==> src/rtl/sar_approx_register.sv <==
// sar_approx_register
//   Successive-approximation control stage. On a Start request it runs a
//   sample window, then resolves one result bit per step (MSB first) from the
//   external comparator and presents the trial/final code to the downstream
//   SAR timer stage. After a conversion the result is held in IDLE or TRACK.
//
// Parameters
//   WIDTH          result width in bits (2..16)
//   SAMPLE_CYCLES  cycles spent in SAMPLE before the first trial (0 acts as 1)
//
// Ports
//   ClockT    in   single clock, rising edge
//   ResetN    in   asynchronous active-low reset
//   Start     in   conversion request, honoured only in IDLE or TRACK
//   CompIn    in   comparator: 1 = analog input >= DAC(SAROut)
//   TrackEn   in   1 = go to TRACK after a conversion instead of IDLE
//   SAROut    out  trial code during CONVERT, final result otherwise
//   StateP    out  00 IDLE, 01 SAMPLE, 10 CONVERT, 11 TRACK
//   Busy      out  high in SAMPLE or CONVERT
//   EOC       out  one-cycle pulse, first cycle SAROut holds the final result
//   SampleEn  out  sample switch enable, high only in SAMPLE
//
// Build option
//   SAR_SETTLE_EN  when defined, CompIn goes through a 2-flop synchronizer and
//                  every CONVERT step lasts 3 cycles; the decision is taken on
//                  the 3rd cycle from the synchronized comparator value.

module sar_approx_register #(
  parameter int unsigned WIDTH         = 8,
  parameter int unsigned SAMPLE_CYCLES = 4
) (
  input  logic             ClockT,
  input  logic             ResetN,
  input  logic             Start,
  input  logic             CompIn,
  input  logic             TrackEn,
  output logic [WIDTH-1:0] SAROut,
  output logic [1:0]       StateP,
  output logic             Busy,
  output logic             EOC,
  output logic             SampleEn
);

  localparam int unsigned StepW = $clog2(WIDTH) + 1;

  // A zero sample window would never leave SAMPLE, so it is promoted to one.
  localparam logic [7:0] SampLoad = (SAMPLE_CYCLES == 0) ? 8'd1 : 8'(SAMPLE_CYCLES);

  localparam logic [StepW-1:0] LastStep = StepW'(WIDTH - 1);
  localparam logic [WIDTH-1:0] MsbMask  = {1'b1, {(WIDTH-1){1'b0}}};

  typedef enum logic [1:0] {
    StIdle    = 2'b00,
    StSample  = 2'b01,
    StConvert = 2'b10,
    StTrack   = 2'b11
  } state_e;

  state_e           state_q, state_d;
  logic [WIDTH-1:0] sar_q, sar_d;
  logic             eoc_q, eoc_d;
  logic [7:0]       samp_cnt_q, samp_cnt_d;
  logic [StepW-1:0] step_q, step_d;

  logic             comp_bit;   // comparator value used for the decision
  logic             decide;     // this cycle ends a CONVERT step
  logic [WIDTH-1:0] trial_mask; // bit currently under trial
  logic [WIDTH-1:0] next_mask;  // bit to be tried next (zero after bit 0)

`ifdef SAR_SETTLE_EN
  // Comparator may be asynchronous to ClockT in this build.
  logic [1:0] sync_q;
  logic [1:0] sub_q, sub_d;

  always_ff @(posedge ClockT or negedge ResetN) begin
    if (!ResetN) begin
      sync_q <= 2'b00;
      sub_q  <= 2'd0;
    end else begin
      sync_q <= {sync_q[0], CompIn};
      sub_q  <= sub_d;
    end
  end

  // Sub-cycle counter within a step: 0,1 settle, 2 decide.
  always_comb begin
    sub_d = 2'd0;
    if (state_q == StConvert && !decide) begin
      sub_d = sub_q + 2'd1;
    end
  end

  assign comp_bit = sync_q[1];
  assign decide   = (sub_q == 2'd2);
`else
  assign comp_bit = CompIn;
  assign decide   = 1'b1;
`endif

  assign trial_mask = MsbMask >> step_q;
  assign next_mask  = trial_mask >> 1;

  always_comb begin
    state_d    = state_q;
    sar_d      = sar_q;
    eoc_d      = 1'b0;
    samp_cnt_d = samp_cnt_q;
    step_d     = step_q;

    case (state_q)
      StIdle: begin
        if (Start) begin
          state_d    = StSample;
          samp_cnt_d = SampLoad;
        end
      end

      StSample: begin
        if (samp_cnt_q <= 8'd1) begin
          state_d    = StConvert;
          sar_d      = MsbMask;
          step_d     = '0;
          samp_cnt_d = 8'd0;
        end else begin
          samp_cnt_d = samp_cnt_q - 8'd1;
        end
      end

      StConvert: begin
        if (decide) begin
          // Keep or clear the trial bit, and raise the next one in the same edge.
          sar_d = (comp_bit ? sar_q : (sar_q & ~trial_mask)) | next_mask;
          if (step_q == LastStep) begin
            state_d = TrackEn ? StTrack : StIdle;
            eoc_d   = 1'b1;
            step_d  = '0;
          end else begin
            step_d = step_q + StepW'(1);
          end
        end
      end

      StTrack: begin
        // Start wins over leaving TRACK.
        if (Start) begin
          state_d    = StSample;
          samp_cnt_d = SampLoad;
        end else if (!TrackEn) begin
          state_d = StIdle;
        end
      end

      default: begin
        state_d = StIdle;
      end
    endcase
  end

  always_ff @(posedge ClockT or negedge ResetN) begin
    if (!ResetN) begin
      state_q    <= StIdle;
      sar_q      <= '0;
      eoc_q      <= 1'b0;
      samp_cnt_q <= 8'd0;
      step_q     <= '0;
    end else begin
      state_q    <= state_d;
      sar_q      <= sar_d;
      eoc_q      <= eoc_d;
      samp_cnt_q <= samp_cnt_d;
      step_q     <= step_d;
    end
  end

  assign SAROut   = sar_q;
  assign StateP   = state_q;
  assign EOC      = eoc_q;
  assign Busy     = (state_q == StSample) || (state_q == StConvert);
  assign SampleEn = (state_q == StSample);

endmodule

==> config.mk <==
export PLATFORM = sky130hd
export DESIGN_NAME = sar_approx_register
export DESIGN_NICKNAME = d
export VERILOG_FILES = /design/src/rtl/sar_approx_register.sv
export SDC_FILE = /design/constraint.sdc
export NUM_CORES = 1
export LEC_CHECK = 0
export ABC_AREA = 1
export BUFFER_PORTS_ARGS = -buffer_cell sky130_fd_sc_hd__buf_2
export CORE_UTILIZATION = 35
export CTS_BUF_LIST = sky130_fd_sc_hd__clkbuf_4 sky130_fd_sc_hd__clkbuf_8
export DETAILED_ROUTE_END_ITERATION = 12
export GPL_ROUTABILITY_DRIVEN = 0
export SLEW_MARGIN = 5
export SYNTH_ARGS = -nofsm -noshare
export SYNTH_HDL_FRONTEND = slang
export SYNTH_SLANG_ARGS = --single-unit
==> constraint.sdc <==
create_clock -name ClockT -period 4.5 [get_ports ClockT]
set_input_delay 1.125 -clock ClockT [delete_from_list [all_inputs] [get_ports ClockT]]
set_output_delay 1.125 -clock ClockT [all_outputs]
set_load 0.01 [all_outputs]
* Word level (Yosys, flattened, before mapping)
Index checks and enable logic that the tools add are counted. W data, S select, Z words.
Storage, ports and cells: input bits 5, flip-flop bits (word level) 23
Operators by class: multiplexer cells 18, shifts and indexed selects 1, equal/unequal tests 9, add/sub/neg operators 2, reductions and logical operators 8, magnitude comparators 1, bitwise gates (word level) 3
Operators with widths (number):
- $mux W8 | 4
- $pmux W8 S2 | 2
- $mux W2 | 6
- $and A8 B8 Y8 | 1
- $le A8 B1 Y1 const B | 1
- $mux W4 | 2
- $not A8 Y8 | 1
- $or A8 B7 Y8 | 1
- $pmux W2 S4 | 1
- $pmux W4 S2 | 1
- $shr A8 B4 Y8 const A | 1
- $sub A8 B1 Y8 const B | 1
- $add A4 B1 Y4 const B | 1
- $eq A2 B2 Y1 const B | 2
- $eq A4 B3 Y1 const B | 1
- $ne A2 B1 Y1 const B | 2
- $ne A2 B2 Y1 const B | 2
- $reduce_and A2 Y1 | 2
- $reduce_and A4 Y1 | 1
- $reduce_bool A2 Y1 | 2
- $ne A3 B3 Y1 const B | 1
- $eq A2 B1 Y1 const B | 1
- $logic_not A2 Y1 | 1
- $mux W1 | 2
- other kinds (2) | 2

* Logic depth before layout (Yosys ltp)
Gate-level depths: netlist of run 1.
word-level depth 6, gate-level depth with buffers 10, depth with buffers taken out 10

* Least setup slack after synthesis of run 1
No wires, ideal clock.
kind register to output, start point reg state_q[0] (netlist: StateP[0]), end point out Busy, path slack 2468 ps, data arrival time 907 ps, cell stages (with the launch flop) 3, cell sequence dfrtp_1 > inv_1 > ha_1
On the way: longest elaborated chain between the ends 2, elaborated cells between the ends (all ways) 3, classes of those cells eq/ne: 2; reduce/logical: 1
RTL lines:
- start: declaration | RTL line 59 | state_e state_q, state_d;
- start signal: assignment | RTL line 161 | state_q <= StIdle;
- start signal: assignment | RTL line 167 | state_q <= state_d;
- $eq A2 B1 Y1 or $eq A2 B2 Y1 (tied branches) | RTL line 178 | assign Busy = (state_q == StSample) || (state_q == StConvert);
- $logic_or A1 B1 Y1 (*) | RTL line 178
- end: declaration | RTL line 39 | output logic Busy,
Mark *: on every way between the ends. The rest lies on a longest branch, timed or not.

* Worst setup path after layout of run 1
start point reg state_q[1] (netlist: StateP[1]), end point out SampleEn
On the way: longest elaborated chain between the ends 1
RTL lines:
- $eq A2 B1 Y1 | RTL line 179 | assign SampleEn = (state_q == StSample);
- end: declaration | RTL line 41 | output logic SampleEn
Every way passes these cells.

==> impl_results.html, run 1 <==
<table>
<tr><th>Metric</th><th>Value</th></tr>
<tr><th colspan="2">Synth</th></tr>
<tr><td>Most numerous cell types in the synthesized netlist</td><td>sky130_fd_sc_hd__nand2_1 (79), sky130_fd_sc_hd__nand3_1 (27), sky130_fd_sc_hd__inv_1 (24)</td></tr>
<tr><td>Netlist cell types</td><td>19</td></tr>
<tr><td>Syn Nets</td><td>241</td></tr>
<tr><td>Count of flip-flops with a built-in enable after synthesis</td><td>0</td></tr>
<tr><td>FFs w/ async S/R, synth</td><td>1.00</td></tr>
<tr><td>Area contributors post-synth</td><td>sky130_fd_sc_hd__dfrtp_1 (36%), sky130_fd_sc_hd__nand2_1 (18%), sky130_fd_sc_hd__ha_1 (10%)</td></tr>
<tr><td>Fraction of the yosys area taken by sequential cells</td><td>0.357</td></tr>
<tr><td>Seq cells post-synth</td><td>23</td></tr>
<tr><td>Avg Synthesized Cell Area</td><td>7.22 µm²</td></tr>
<tr><td>Area share of the largest cell type after synthesis</td><td>0.357</td></tr>
<tr><td>Cell area after synthesis</td><td>0.00161 mm²</td></tr>
<tr><td>Cell taking the most area after synthesis</td><td>sky130_fd_sc_hd__dfrtp_1</td></tr>
<tr><td>Synth warn</td><td>0</td></tr>
<tr><td>Ys flop type</td><td>sky130_fd_sc_hd__dfrtp_1</td></tr>
<tr><td>Post-Synthesis Cells</td><td>223</td></tr>
<tr><td>Most frequently used cell type in the post-synthesis netlist</td><td>sky130_fd_sc_hd__nand2_1</td></tr>
<tr><th colspan="2">Clocking</th></tr>
<tr><td>Number of H-tree branching levels</td><td>1</td></tr>
<tr><td>Clock sink total</td><td>23</td></tr>
<tr><td>Post-CTS Hold Buffers</td><td>0</td></tr>
<tr><td>TritonCTS clock tree</td><td>built</td></tr>
<tr><td>Post-CTS setup buffer count</td><td>0</td></tr>
<tr><td>Clk root buf</td><td>sky130_fd_sc_hd__clkbuf_8</td></tr>
<tr><td>Clock insertion delay at the later pin of the skew report</td><td>270 ps</td></tr>
<tr><td>Clk slew on worst S/H paths</td><td>90 ps</td></tr>
<tr><td>Buffer depth of the longest clock path</td><td>2</td></tr>
<tr><td>Quantity of gates resized following cts</td><td>0</td></tr>
<tr><td>Total CTS buffers</td><td>3</td></tr>
<tr><th colspan="2">Pwr</th></tr>
<tr><td>Design Power</td><td>1.03 mW</td></tr>
<tr><td>Internal power</td><td>545 µW</td></tr>
<tr><td>Share of total power in combinational logic</td><td>0.538</td></tr>
<tr><td>Power density normalized to cell area</td><td>584 mW/mm²</td></tr>
<tr><td>Sequential power share</td><td>0.329</td></tr>
<tr><td>Sw Ratio</td><td>0.472</td></tr>
<tr><td>Leakage power total</td><td>0.987 nW</td></tr>
<tr><td>Clock network power share</td><td>0.133</td></tr>
<tr><td>VDD IR max</td><td>0.000299 V</td></tr>
<tr><td>Switching Power</td><td>488 µW</td></tr>
<tr><th colspan="2">Routing</th></tr>
<tr><td>Drt initial violations</td><td>59</td></tr>
<tr><td>Routed via count</td><td>1377</td></tr>
<tr><td>Number of nets still failing antenna checks after routing</td><td>0</td></tr>
<tr><td>DRC errors left</td><td>0</td></tr>
<tr><td>Total Routed Length</td><td>3.28 mm</td></tr>
<tr><td>Total iterations of the first detailed-routing run</td><td>4</td></tr>
<tr><td>Routed WL per cell</td><td>11.3 µm</td></tr>
<tr><td>DR vias/cell</td><td>4.73</td></tr>
<tr><th colspan="2">Min path</th></tr>
<tr><td>Number of cells traversed by the worst hold path</td><td>2</td></tr>
<tr><td>Min-delay src</td><td>SAROut[7]</td></tr>
<tr><td>Class of the most critical hold timing path</td><td>reg2reg</td></tr>
<tr><th colspan="2">Critical path</th></tr>
<tr><td>Critical path class</td><td>reg2out</td></tr>
<tr><td>Family with the most delay on the worst path</td><td>flip-flops</td></tr>
<tr><td>Worst setup path startpoint</td><td>StateP[1]</td></tr>
<tr><td>Crit path max-delay cell type</td><td>sky130_fd_sc_hd__dfrtp_1</td></tr>
<tr><td>WP data required</td><td>3380 ps</td></tr>
<tr><td>Largest stage delay, worst path</td><td>430 ps</td></tr>
<tr><td>Worst-path fanout max</td><td>7</td></tr>
<tr><td>R2r worst-path depth</td><td>7</td></tr>
<tr><td>Endpoint class of the critical path</td><td>output pin</td></tr>
<tr><td>Startpoint of the worst-slack reg-to-reg timing path</td><td>StateP[0]</td></tr>
<tr><td>Cells along the critical path</td><td>inv_1 &gt; ha_1 &gt; buf_2</td></tr>
<tr><td>Critical Path Source Type</td><td>flip-flop</td></tr>
<tr><td>Worst path arrival time</td><td>1340 ps</td></tr>
<tr><td>Number of stages on the worst setup path</td><td>3</td></tr>
<tr><td>Total buffers and inverters traversed by the critical path</td><td>2</td></tr>
<tr><th colspan="2">Floorplanning</th></tr>
<tr><td>DIE HEIGHT</td><td>69.8 µm</td></tr>
<tr><td>Effective utilization at floorplan</td><td>0.367</td></tr>
<tr><td>Die X</td><td>69.8 µm</td></tr>
<tr><td>Die Area</td><td>0.00488 mm²</td></tr>
<tr><td>Ports placed on the boundary</td><td>18</td></tr>
<tr><td>Core region area</td><td>0.00438 mm²</td></tr>
<tr><td>Row count</td><td>24</td></tr>
<tr><th colspan="2">Global routing</th></tr>
<tr><td>Overall Global Routing Usage</td><td>0.151</td></tr>
<tr><td>Via count of the first global-routing pass</td><td>1336</td></tr>
<tr><td>Remaining global-route overflow</td><td>0</td></tr>
<tr><td>Initial antenna violation count</td><td>0</td></tr>
<tr><td>Maximum number of pins on one net before global-route repair</td><td>24</td></tr>
<tr><td>Wire length of the first global-routing pass</td><td>5.93 mm</td></tr>
<tr><th colspan="2">Timing</th></tr>
<tr><td>Worst Slack Setup Final</td><td>2030 ps</td></tr>
<tr><td>Pins over their slew limit</td><td>0</td></tr>
<tr><td>Endpoints failing hold</td><td>0</td></tr>
<tr><td>Slew headroom</td><td>0.629</td></tr>
<tr><td>Worst hold slack</td><td>521 ps</td></tr>
<tr><td>Crit path time final</td><td>2470 ps</td></tr>
<tr><td>Worst-Margin Slew</td><td>557 ps</td></tr>
<tr><td>Peak clock frequency supported by timing</td><td>405 MHz</td></tr>
<tr><td>Setup repair after global routing missed its margin</td><td>false</td></tr>
<tr><td>Final cycle utilization of the critical path</td><td>0.549</td></tr>
<tr><td>Setup tns final</td><td>0 ps</td></tr>
<tr><td>Setup skew after layout</td><td>6.13 ps</td></tr>
<tr><td>Count of final setup violators</td><td>0</td></tr>
<tr><th colspan="2">Final layout</th></tr>
<tr><td>Post-layout util</td><td>0.404</td></tr>
<tr><td>Layout-stage area growth over the synthesis result</td><td>9.87%</td></tr>
<tr><td>Cell area after layout</td><td>0.00177 mm²</td></tr>
<tr><td>Final-layout fill cell count</td><td>479</td></tr>
<tr><td>Fraction of layout instances using a drive strength above 1</td><td>0.163</td></tr>
<tr><td>Antenna diodes</td><td>0</td></tr>
<tr><td>Multi-input gate area in the final layout</td><td>897 µm²</td></tr>
<tr><td>Total number of nets in the final design</td><td>258</td></tr>
<tr><td>Number of non-filler instances in the completed layout</td><td>291</td></tr>
<tr><td>Reg area</td><td>576 µm²</td></tr>
<tr><th colspan="2">Placed design</th></tr>
<tr><td>Cell area reported after detailed placement</td><td>0.00172 mm²</td></tr>
<tr><td>Post-Place Setup Slack</td><td>2310 ps</td></tr>
<tr><td>HPWL after detailed placement</td><td>2.40 mm</td></tr>
<tr><td>Dpl cells</td><td>287</td></tr>
<tr><td>Port buffer count</td><td>17</td></tr>
<tr><th colspan="2">Outcome</th></tr>
<tr><td>Outcome</td><td>completed</td></tr>
<tr><th colspan="2">Flow run</th></tr>
<tr><td>Reported max-cap violation count</td><td>0</td></tr>
</table>
[worst reg2reg max path: cells and delay by family, from the launching register on]
family	cells	cell delay, ps
fa+ha+maj	1	500
buf+inv	2	210
flops	1	440
simple gates	4	730
[power by group through the flow]
stage | registers, mW | clock network (mW) | logic [mW]
floorplan | 0.351 | 0 | 0.425
global placement | 0.343 | 0 | 0.556
detailed placement | 0.347 | 0 | 0.560
CTS | 0.342 | 0.144 | 0.562
global route | 0.351 | 0.152 | 0.652
finish | 0.340 | 0.137 | 0.555
[cells by family (layout without fill, tap and decap cells)]
kind of cell             after synthesis  after routing  share of synthesized area
AND/OR/NAND/NOR                      143            143                      0.411
buffers and inverters                 31             47                     0.0855
flip-flops                            23             23                      0.357
adder cells (fa/ha/maj)               13             13                      0.101
AO/OA/AOI/OAI                         11             11                     0.0342
XOR/XNOR                               2              2                     0.0109
[area by class of cell]
type | count | share of cell area
timing repair buffer | 17 | 0.0481
sequential | 23 | 0.325
multi-input combinational | 169 | 0.507
clock buffer | 4 | 0.0276
inverter | 26 | 0.0552
tap | 52 | 0.0368
[layer usage]
layer  track usage  part of all wire
met1         0.208              0.51
met2         0.240              0.45
met3        0.0262             0.027
met4        0.0467             0.012
met5             0                 0
[flip-flops by register name, indices dropped and copies added, names as in the netlist]
| register | flops |
|---|---|
| EOC | 1 |
| SAROut | 8 |
| StateP | 2 |
| samp_cnt_q | 8 |
| step_q | 4 |
[worst paths after layout]
check / end / slack (ps)
setup / recovery: SampleEn / 2030
hold / removal: SAROut[7] / 520
setup reg to reg: step_q[0] / 2560
hold reg to reg: SAROut[7] / 520
max in group asynchronous: samp_cnt_q[2] / 3290
min in group asynchronous: SAROut[1] / 840
[cell usage in the layout (no fill, tap or decap)]
| cell | synthesis | layout |
|---|---|---|
| sky130_fd_sc_hd__a21oi_1 | 3 | 3 |
| sky130_fd_sc_hd__buf_2 | 2 | 17 |
| sky130_fd_sc_hd__clkbuf_4 | 0 | 1 |
| sky130_fd_sc_hd__clkbuf_8 | 0 | 3 |
| sky130_fd_sc_hd__dfrtp_1 | 23 | 23 |
| sky130_fd_sc_hd__ha_1 | 13 | 13 |
| sky130_fd_sc_hd__inv_1 | 24 | 24 |
| sky130_fd_sc_hd__inv_2 | 2 | 2 |
| sky130_fd_sc_hd__nand2_1 | 79 | 79 |
| sky130_fd_sc_hd__nand2_2 | 2 | 2 |
| sky130_fd_sc_hd__nand3_1 | 27 | 27 |
| sky130_fd_sc_hd__nand3_2 | 10 | 10 |
| sky130_fd_sc_hd__nand3b_1 | 1 | 1 |
| sky130_fd_sc_hd__nand4_1 | 4 | 4 |
| sky130_fd_sc_hd__nor2_1 | 16 | 16 |
| sky130_fd_sc_hd__nor2_2 | 3 | 3 |
| sky130_fd_sc_hd__o21ai_0 | 8 | 8 |
| sky130_fd_sc_hd__or2_2 | 1 | 1 |
| sky130_fd_sc_hd__xor2_1 | 2 | 2 |
Note: power is estimated with default switching activity, not from simulation.
==> run 2, diff against run 1 <==
- clock period: 4.5 -> 2.5 ns (I/O delays scaled with it)
==> run 2 against run 1 <==
Effect of this change: first-iteration DRC count grew 10%; clock skew decreased by 2.5 ps; core utilization increased by 0.17 points; sequential cell count is the same; routed wire length about the same; clock power is 79% higher; global-route usage decreased by 0.81 points; cell count increased by 0.34%; worst hold slack got worse by 180 ps; die area is the same; critical path type unchanged.
==> impl_results.html, run 2 (same netlist as run 1, synthesis figures left out) <==
<table>
<tr><th>Metric</th><th>Value</th></tr>
<tr><th colspan="2">Floorplanning</th></tr>
<tr><td>Die X</td><td>69.8 µm (unchanged)</td></tr>
<tr><td>DIE HEIGHT</td><td>69.8 µm (unchanged)</td></tr>
<tr><td>Ports placed on the boundary</td><td>18 (unchanged)</td></tr>
<tr><td>Effective utilization at floorplan</td><td>0.367 (unchanged)</td></tr>
<tr><td>Die Area</td><td>0.00488 mm² (unchanged)</td></tr>
<tr><td>Row count</td><td>24 (unchanged)</td></tr>
<tr><td>Core region area</td><td>0.00438 mm² (unchanged)</td></tr>
<tr><th colspan="2">Placed design</th></tr>
<tr><td>Port buffer count</td><td>17 (unchanged)</td></tr>
<tr><td>HPWL after detailed placement</td><td>2.41 mm (+0.43%)</td></tr>
<tr><th colspan="2">Critical path</th></tr>
<tr><td>Critical Path Source Type</td><td>flip-flop</td></tr>
<tr><td>Internal reg-to-reg setup slack</td><td>780 ps (-1780 ps)</td></tr>
<tr><td>Capture point of the worst reg-to-reg path</td><td>step_q[2]</td></tr>
<tr><td>WP data required</td><td>1880 ps (-1500 ps)</td></tr>
<tr><td>Largest stage delay, worst path</td><td>430 ps (about the same)</td></tr>
<tr><td>Crit path max-delay cell type</td><td>sky130_fd_sc_hd__dfrtp_1</td></tr>
<tr><td>Endpoint class of the critical path</td><td>output pin</td></tr>
<tr><td>R2r worst-path depth</td><td>6 (-1)</td></tr>
<tr><td>Cells along the critical path</td><td>inv_1 &gt; ha_1 &gt; buf_2</td></tr>
<tr><td>Critical path class</td><td>reg2out</td></tr>
<tr><td>Startpoint of the worst-slack reg-to-reg timing path</td><td>StateP[1]</td></tr>
<tr><td>Worst-path fanout max</td><td>7 (unchanged)</td></tr>
<tr><td>Worst path arrival time</td><td>1390 ps (+50 ps)</td></tr>
<tr><th colspan="2">Global routing</th></tr>
<tr><td>Overall Global Routing Usage</td><td>0.143 (-0.00812)</td></tr>
<tr><td>Initial antenna violation count</td><td>0 (unchanged)</td></tr>
<tr><td>Remaining global-route overflow</td><td>0 (unchanged)</td></tr>
<tr><td>Maximum number of pins on one net before global-route repair</td><td>24 (unchanged)</td></tr>
<tr><td>Via count of the first global-routing pass</td><td>1262 (-5.5%)</td></tr>
<tr><td>Wire length of the first global-routing pass</td><td>5.73 mm (-3.5%)</td></tr>
<tr><th colspan="2">Final layout</th></tr>
<tr><td>Antenna diodes</td><td>0 (unchanged)</td></tr>
<tr><td>Layout-stage area growth over the synthesis result</td><td>10.3%</td></tr>
<tr><td>Total number of nets in the final design</td><td>259 (+0.39%)</td></tr>
<tr><td>Most common cell after layout, fill and taps aside</td><td>sky130_fd_sc_hd__nand2_1</td></tr>
<tr><td>Fraction of layout instances using a drive strength above 1</td><td>0.167 (+0.00349)</td></tr>
<tr><td>Most used cells in the layout excluding fill and tap cells</td><td>sky130_fd_sc_hd__nand2_1 (79), sky130_fd_sc_hd__nand3_1 (27), sky130_fd_sc_hd__inv_1 (24)</td></tr>
<tr><th colspan="2">Clocking</th></tr>
<tr><td>Post-CTS setup buffer count</td><td>0 (unchanged)</td></tr>
<tr><td>Clock insertion delay at the later pin of the skew report</td><td>260 ps (about the same)</td></tr>
<tr><td>Clock sink total</td><td>23 (unchanged)</td></tr>
<tr><td>Post-CTS Hold Buffers</td><td>0 (unchanged)</td></tr>
<tr><td>Buffer depth of the longest clock path</td><td>2 (unchanged)</td></tr>
<tr><td>Clk root buf</td><td>sky130_fd_sc_hd__clkbuf_8</td></tr>
<tr><td>Quantity of gates resized following cts</td><td>0 (unchanged)</td></tr>
<tr><td>Number of H-tree branching levels</td><td>1 (unchanged)</td></tr>
<tr><td>Clk slew on worst S/H paths</td><td>80 ps (about the same)</td></tr>
<tr><td>TritonCTS clock tree</td><td>built</td></tr>
<tr><td>Total CTS buffers</td><td>3 (unchanged)</td></tr>
<tr><th colspan="2">Routing</th></tr>
<tr><td>Routed via count</td><td>1405 (+2.0%)</td></tr>
<tr><td>Number of nets still failing antenna checks after routing</td><td>0 (unchanged)</td></tr>
<tr><td>Total iterations of the first detailed-routing run</td><td>4 (unchanged)</td></tr>
<tr><td>Total Routed Length</td><td>3.28 mm (about the same)</td></tr>
<tr><td>DR vias/cell</td><td>4.81 (+1.7%)</td></tr>
<tr><td>Drt initial violations</td><td>65 (+10%)</td></tr>
<tr><td>Routed WL per cell</td><td>11.2 µm (-0.40%)</td></tr>
<tr><td>DRC errors left</td><td>0 (unchanged)</td></tr>
<tr><th colspan="2">Pwr</th></tr>
<tr><td>VDD IR max</td><td>0.000491 V (+64%)</td></tr>
<tr><td>Leakage power total</td><td>0.992 nW (+0.53%)</td></tr>
<tr><td>Power density normalized to cell area</td><td>1050 mW/mm² (+80%)</td></tr>
<tr><th colspan="2">Timing</th></tr>
<tr><td>Count of final setup violators</td><td>0 (unchanged)</td></tr>
<tr><td>Pins over their slew limit</td><td>0 (unchanged)</td></tr>
<tr><td>Setup skew after layout</td><td>3.65 ps (-2.48 ps)</td></tr>
<tr><td>Setup repair after global routing missed its margin</td><td>false</td></tr>
<tr><td>Slew headroom</td><td>0.630 (+0.000939)</td></tr>
<tr><td>Setup tns final</td><td>0 ps (unchanged)</td></tr>
<tr><td>Peak clock frequency supported by timing</td><td>496 MHz</td></tr>
<tr><td>Final cycle utilization of the critical path</td><td>0.806</td></tr>
<tr><td>Worst hold slack</td><td>344 ps (-177 ps)</td></tr>
<tr><td>Worst-Margin Slew</td><td>556 ps (-1.41 ps)</td></tr>
<tr><td>Crit path time final</td><td>2020 ps</td></tr>
<tr><td>Endpoints failing hold</td><td>0 (unchanged)</td></tr>
<tr><th colspan="2">Outcome</th></tr>
<tr><td>Outcome</td><td>completed</td></tr>
<tr><th colspan="2">Min path</th></tr>
<tr><td>Class of the most critical hold timing path</td><td>in2async</td></tr>
<tr><th colspan="2">Flow run</th></tr>
<tr><td>Reported max-cap violation count</td><td>0 (unchanged)</td></tr>
</table>
==> run 2: worst max path at each step <==
stage               from         to  cells past startpoint
2_1_floorplan  StateP[1]  SAROut[0]                      6
3_3_place_gp   StateP[1]   SampleEn                      3
3_5_place_dp   StateP[1]   SampleEn                      3
4_1_cts        StateP[1]   SampleEn                      3
5_1_grt        StateP[1]   SampleEn                      3
6_report       StateP[1]   SampleEn                      3
==> run 2: area by class of cell <==
cell class	instances	area, µm²
clock buffer	4	48.8
sequential	23	576
multi-input combinational	169	897
timing repair buffer	18	92.6
tap	52	65.1
fill	483	2610
inverter	26	97.6
==> run 2: power by group <==
group | internal (mW) | switching (mW) | leakage, nW | total, mW
registers | 0.491 | 0.122 | 0.303 | 0.613
clock network | 0.125 | 0.120 | 0.0262 | 0.245
logic | 0.371 | 0.644 | 0.664 | 1.01
==> run 2: worst max-delay path: cells and delay by family, from the launching register on <==
family	cells	cell delay, ps
adders and majority gates	1	360
buffers and inverters	2	340
DFF	1	430
==> run 2: stage by stage <==
| stage | total power, mW | worst slack (ps) | utilization | instances | instance area [µm²] |
|---|---|---|---|---|---|
| after floorplan | 1.40 | 945 | - | 223 | 1610 |
| after global placement | 1.63 | 784 | 0.394 | 288 | 1730 |
| after detailed placement | 1.65 | 763 | 0.394 | 288 | 1730 |
| after CTS | 1.90 | 466 | 0.405 | 292 | 1780 |
| after global routing | 2.07 | 368 | 0.405 | 292 | 1780 |
| final | 1.87 | 484 | 0.405 | 292 | 1780 |
==> run 2: layer usage <==
layer	GRT usage	vias to the layer above	share of wire
met3	0.0233	4	0.031
met2	0.235	21	0.46
met4	0.0267	0	0.0070
met1	0.198	641	0.51
li1	-	739	-
met5	0	-	0
